### src/rtl/pipeline_controller.sv
// Pipeline hazard controller: derives per-latch enable/flush and PC enable
// from memory-stage status, control outcomes and load-use hazards, tracks a
// sticky halt state and counts data-wait cycles.
module pipeline_controller (
    input  logic        CLK,
    input  logic        nRST,
    input  logic        ihit,
    input  logic        dhit,
    input  logic        mem_dREN,
    input  logic        mem_dWEN,
    input  logic        mem_branch_taken,
    input  logic        mem_jump,
    input  logic        mem_halt,
    input  logic        ex_dREN,
    input  logic [4:0]  ex_wsel,
    input  logic [4:0]  id_rs,
    input  logic [4:0]  id_rt,
    output logic        pc_en,
    output logic        fetch_en,
    output logic        fetch_flush,
    output logic        decode_en,
    output logic        decode_flush,
    output logic        execute_en,
    output logic        execute_flush,
    output logic        memory_en,
    output logic        memory_flush,
    output logic        halted,
    output logic [15:0] dstall_count
);

    typedef enum logic [1:0] {
        RUN   = 2'd0,
        DWAIT = 2'd1,
        HALT  = 2'd2
    } state_t;

    state_t      state_q, state_d;
    logic        halted_q;
    logic [15:0] dstall_q, dstall_d;

    logic mem_busy;
    logic ld_use;

    // A data access still outstanding freezes everything; a load feeding a
    // decode-stage source needs one bubble (r0 is never a real dependency).
    assign mem_busy = (mem_dREN | mem_dWEN) & ~dhit;
    assign ld_use   = ex_dREN & (ex_wsel != 5'd0) &
                      ((ex_wsel == id_rs) | (ex_wsel == id_rt));

    // Next-state and zero-latency latch controls, highest-priority rule first.
    always_comb begin
        state_d       = state_q;
        dstall_d      = dstall_q;
        pc_en         = 1'b0;
        fetch_en      = 1'b0;
        fetch_flush   = 1'b0;
        decode_en     = 1'b0;
        decode_flush  = 1'b0;
        execute_en    = 1'b0;
        execute_flush = 1'b0;
        memory_en     = 1'b0;
        memory_flush  = 1'b0;

        // HALT, and an active reset, leave every control at zero.
        if (nRST && (state_q != HALT)) begin
            if (mem_busy) begin
                state_d = DWAIT;
                if (dstall_q != 16'hFFFF) begin
                    dstall_d = dstall_q + 16'd1;
                end
            end else if (mem_halt) begin
                // Let the halt instruction retire; squash everything younger.
                state_d       = HALT;
                fetch_en      = 1'b1;
                fetch_flush   = 1'b1;
                decode_en     = 1'b1;
                decode_flush  = 1'b1;
                execute_en    = 1'b1;
                execute_flush = 1'b1;
                memory_en     = 1'b1;
            end else if (mem_branch_taken | mem_jump) begin
                // Redirect the PC and squash the wrong-path instructions.
                state_d       = RUN;
                pc_en         = 1'b1;
                fetch_en      = 1'b1;
                fetch_flush   = 1'b1;
                decode_en     = 1'b1;
                decode_flush  = 1'b1;
                execute_en    = 1'b1;
                execute_flush = 1'b1;
                memory_en     = 1'b1;
            end else if (ld_use) begin
                // Hold PC and fetch latch, insert a bubble into execute.
                state_d      = RUN;
                decode_en    = 1'b1;
                decode_flush = 1'b1;
                execute_en   = 1'b1;
                memory_en    = 1'b1;
            end else if (!ihit) begin
                // Fetch not done: hold PC, push a bubble behind it.
                state_d     = RUN;
                fetch_en    = 1'b1;
                fetch_flush = 1'b1;
                decode_en   = 1'b1;
                execute_en  = 1'b1;
                memory_en   = 1'b1;
            end else begin
                state_d    = RUN;
                pc_en      = 1'b1;
                fetch_en   = 1'b1;
                decode_en  = 1'b1;
                execute_en = 1'b1;
                memory_en  = 1'b1;
            end
        end
    end

    // State, sticky halt flag and stall counter registers.
    always_ff @(posedge CLK or negedge nRST) begin
        if (!nRST) begin
            state_q  <= RUN;
            halted_q <= 1'b0;
            dstall_q <= 16'd0;
        end else begin
            state_q  <= state_d;
            halted_q <= (state_d == HALT);
            dstall_q <= dstall_d;
        end
    end

    assign halted       = halted_q;
    assign dstall_count = dstall_q;

endmodule
### config.mk
export PLATFORM = sky130hd
export DESIGN_NAME = pipeline_controller
export DESIGN_NICKNAME = d
export VERILOG_FILES = /design/src/rtl/pipeline_controller.sv
export SDC_FILE = /design/constraint.sdc
export NUM_CORES = 1
export LEC_CHECK = 0
export ABC_AREA = 1
export CORE_MARGIN = 1.5
export CORE_UTILIZATION = 43
export DETAILED_ROUTE_END_ITERATION = 12
export GPL_ROUTABILITY_DRIVEN = 0
export GPL_TIMING_DRIVEN = 0
export PLACE_DENSITY = 0.77
export SYNTH_ARGS = -nofsm -noshare
export SYNTH_HDL_FRONTEND = slang
export SYNTH_SLANG_ARGS = --single-unit
### constraint.sdc
create_clock -name CLK -period 1.8 [get_ports CLK]
set_input_delay 0.36 -clock CLK [delete_from_list [all_inputs] [get_ports CLK]]
set_output_delay 0.36 -clock CLK [all_outputs]
set_load 0.05 [all_outputs]
# Word level (Yosys, flattened, before mapping)
# Index checks and enable logic that the tools add are counted.
[op_classes]
add_sub_neg = 1
multipliers = 0
n_div = 0
magnitude_cmp = 0
eq_ne = 5
shifts = 0
mux = 31
bitwise = 7
n_reduce_logical = 3
[ops]
columns = ["op", "n"]
rows = [
  ["2-to-1 mux 1 bit", 28],
  ["adder 16 x 1 -> 16 bit, second input constant", 1],
  ["!= test 16 bit, second input constant", 1],
  ["equality test 5 bit", 2],
  ["2-to-1 mux 2 bit", 3],
  ["nonzero test 5 bit", 1],
  ["bitwise AND 1 bit", 3],
  ["bitwise OR 1 bit", 3],
  ["AND reduction 3 bit", 1],
  ["equality test 2 bit, second input constant", 1],
  ["!= test 2 bit, second input constant", 1],
  ["logical AND 1 bit", 1],
  ["NOT 1 bit", 1],
]
[word_totals]
register_bits = 19
latchBits = 0
ramBits = 0
rom_bits = 0
input_bits = 25
out_inout_bits = 26
word_cells = 50
memories = 0

# Depth between registers and ports, before layout
[logic_depth]
depth_word = 8
ltp_mapped = 10

# Least setup slack after synthesis
# OpenSTA, ideal clock, no wires.
[synth_timing]
kind = "input port to output port"
start = "input mem_dWEN"
end = "output decode_flush"
arrival_time_ps = 2684
required_time_ps = 1440
path_slack_ps = -1244
path_stages = 7
n_path_buf = 0
path_cell_list = "o21bai_1 > inv_1 > nor2_2 > inv_1 > nor2_1 > inv_1 > o21ai_0"
[synth_via]
elab_chain_len = 4
[synth_lines]
columns = ["element", "line_no", "rtl"]
rows = [
  ["from (decl)", "10", "input logic mem_dWEN,"],
  ["bitwise OR 1 bit", "46", "assign mem_busy = (mem_dREN | mem_dWEN) & ~dhit;"],
  ["bitwise AND 1 bit", "46", ""],
  ["2-to-1 mux 1 bit", "66", "if (mem_busy) begin"],
  ["2-to-1 mux 1 bit", "65", "if (nRST && (state_q != HALT)) begin"],
  ["to (decl)", "22", "output logic decode_flush,"],
]
# No other way between the ends.

# Final worst setup path
[layout_timing]
start = "input mem_dREN"
end = "output decode_flush"
[layout_via]
elab_chain_len = 4
[layout_lines]
columns = ["element", "line_no", "rtl"]
rows = [
  ["from (decl)", "9", "input logic mem_dREN,"],
  ["bitwise OR 1 bit", "46", ""],
  ["bitwise AND 1 bit", "46", ""],
  ["2-to-1 mux 1 bit", "66", ""],
  ["2-to-1 mux 1 bit", "65", ""],
]
# No other way between the ends.

==> metrics.yaml <==
run_status:
  status: "complete, but fails checks"
  violations: "negative setup slack"
cells_and_area:
  area_growth_pct: 55.05
  num_antenna_cells: 0
  finalCoreUtilization_pct: 71.08
  finalNonFillerCells: 270
  nFillCells: 227
  layout.nets: 266
  drive_above_1_share_pct: 27.62
  finish.instance_area_um2: 1977
grt:
  grt_pass1_vias: 1270
  grt_max_degree: 20
  track_usage_pct: 19.79
  grt_pass1_wl_um: 5250
  antenna_found_initial: 0
  grt-ovfl-total: 0
timing:
  max_freq_mhz: 531.5
  whs_ps: 500.9
  rsz0062_at_grt: "true"
  min_period_ps: 1881
  final_max_slew_viol_count: 0
  worst_pin_slew_ps: 866.1
  setup_viol: 5
  skew_ps: 11.53
  final_hold_viol_count: 0
  setup_ws_ps: -81.45
  slew_headroom_pct: 42.07
  timing.final.crit_share_pct: 104.5
  finalSetupTns_ps: -316.9
flow_run:
  maxCapViolations: 0
clock_tree:
  insertion_delay_ps: 310
  clk_pin_slew_worst_paths_ps: 100
  numCtsBuffers: 3
  htreeDepth: 1
  cts_tree: "yes"
  clockBufferDepth: 2
  root_buffer: "clkbuf_4"
  clkSinkCount: 19
worst_setup_path:
  cp.required_ps: 1440
  end_kind: "output port"
  cp.arrival_ps: 1520
  slowest_delay_ps: 260
  crit_path_max_fanout: 4
  path_cells: "dlygate4sd2_1 > o21bai_4 > inv_2 > nor2_4 > inv_4 > nor2_4 > inv_4 > o21ai_4 > buf_6"
  path_class: "input port to output port"
  start_kind: "input port"
  slowest_stage: "dlygate4sd2_1"
floorplanning:
  core_area_um2: 2781
  start_util_pct: 45.84
  die_y_um: 57.45
  rows: 19
  die-area_um2: 3301
  io_pins: 51
  die_w_um: 57.45
yosys:
  seq_area_frac_synth_pct: 37.29
  ys_ff_latch: 19
  synth_cells: 178
  syn_area_per_cell_um2: 7.163
  synth_warnings: 0
  synth_area_um2: 1275
  yosysUniqueCellTypes: 26
  syn_nets: 204
routing:
  final_antenna_net_count: 0
  drc_errors: 0
  first_iter_violations: 36
  firstDrtPassIters: 4
  avgViaCountPerCell: 4.770
  drt_wl_total_um: 3097
  num_vias: 1288
  wl_per_cell_um: 11.47
worst_hold_path:
  hp-class: "register to register"
placed_design:
  place_ws_ps: -1715
  portBuffers: 49
  dp.cells: 258
  place_area_um2: 1874
  dp_hpwl_um: 2401
power:
  vdd_ir_drop_max_uv: 1251
  p_total_mw: 1.598
  p_per_area_nw_per_um2: 808.5
  power.leakage_nw: 1.045
[cell families after synthesis]
family                     share of synthesized area (%)
AOI/OAI and AO/OA                                  4.416
xor gates and xnor gates                           8.930
adders and majority gates                         0.9812
buffers and inverters                              11.48
DFF                                                37.29
other                                             0.2941
and+or+nand+nor                                    36.60
[cell usage after synthesis, drive strengths merged]
| cell | instances | area, um^2 |
|---|---|---|
| nand2 | 62 | 252.7 |
| inv | 30 | 112.6 |
| dfrtp | 19 | 475.5 |
| nor2 | 19 | 93.84 |
| nand3 | 10 | 65.06 |
| xnor2 | 9 | 78.83 |
| o21ai | 8 | 43.79 |
| nand4 | 6 | 37.54 |
| buf | 4 | 33.78 |
| xor2 | 4 | 35.03 |
| a21oi | 1 | 5.000 |
| and2 | 1 | 6.260 |
| and3 | 1 | 6.260 |
| conb | 1 | 3.750 |
| ha | 1 | 12.51 |
| nor3 | 1 | 5.000 |
| o21bai | 1 | 7.510 |
[cells in the final DEF, fill, tap and decap left out, drive strengths merged, types with 3 or more instances in the layout]
master,netlist,final
buf,4,22
nand4,6,6
clkbuf,0,3
nor2,19,19
o21ai,8,8
clkdlybuf4s15,0,5
inv,30,30
nand2,62,62
dfrtp,19,19
clkdlybuf4s50,0,5
xnor2,9,9
xor2,4,4
nand3,10,10
dlygate4sd2,0,28
[report_power, final]
| group | internal, mW | switching [mW] |
|---|---|---|
| clock network | 0.0829 | 0.136 |
| logic | 0.271 | 0.529 |
| registers | 0.502 | 0.0773 |
[metal layers]
layer  vias up  share of wire, %  wire (um)  global-route usage [%]
met5         -                 0          0                       0
met4         0                 0          0                   3.322
met3         0               2.8         88                   4.308
met2        20                57       1767                   36.20
met1       606                40       1241                   23.97
li1        662                 -          -                       -
[repair_timing]
item                       4_1_cts  5_1_grt
setup endpoints to repair       44        8
hold endpoints to repair        19        0
pin swaps                       15        4
setup buffers                    6        1
hold buffers                     1        0
resized for setup              124        3
[worst paths after layout]
check                                       startpoint                           end  slack, ps  depth (start not counted)
setup / recovery                              mem_dREN                  decode_flush        -80                          9
hold / removal             dstall_count[0]$_DFFE_PN0P_   dstall_count[0]$_DFFE_PN0P_        500                          1
setup reg to reg                  state_q[1]$_DFF_PN0_  dstall_count[13]$_DFFE_PN0P_        240                         10
hold reg to reg            dstall_count[0]$_DFFE_PN0P_   dstall_count[0]$_DFFE_PN0P_        500                          1
max in group asynchronous                         nRST   dstall_count[1]$_DFFE_PN0P_        480                          2
min in group asynchronous                         nRST   dstall_count[9]$_DFFE_PN0P_        720                          2
[area by class of cell]
cell class | instances | area, um^2 | share of cell area (%)
Inverter | 30 | 117.6 | 5.949
Buffer | 4 | 33.78 | 1.709
Timing Repair Buffer | 57 | 525.5 | 26.58
Clock buffer | 3 | 22.52 | 1.139
Sequential cell | 19 | 478.0 | 24.18
Tap cell | 31 | 38.79 | 1.962
Multi-Input combinational cell | 125 | 755.7 | 38.23
Clock inverter | 1 | 5.005 | 0.2532
[critical path, delay by kind of cell]
kind	cells	cell delay [ps]
compound gates	2	220
buf+inv	5	630
simple gates	2	320
[flip-flops by register name, indices dropped and copies added, names as in the netlist]
signal,flops
halted,1
state_q,2
dstall_count,16
Note: power is estimated with default switching activity, not from simulation.
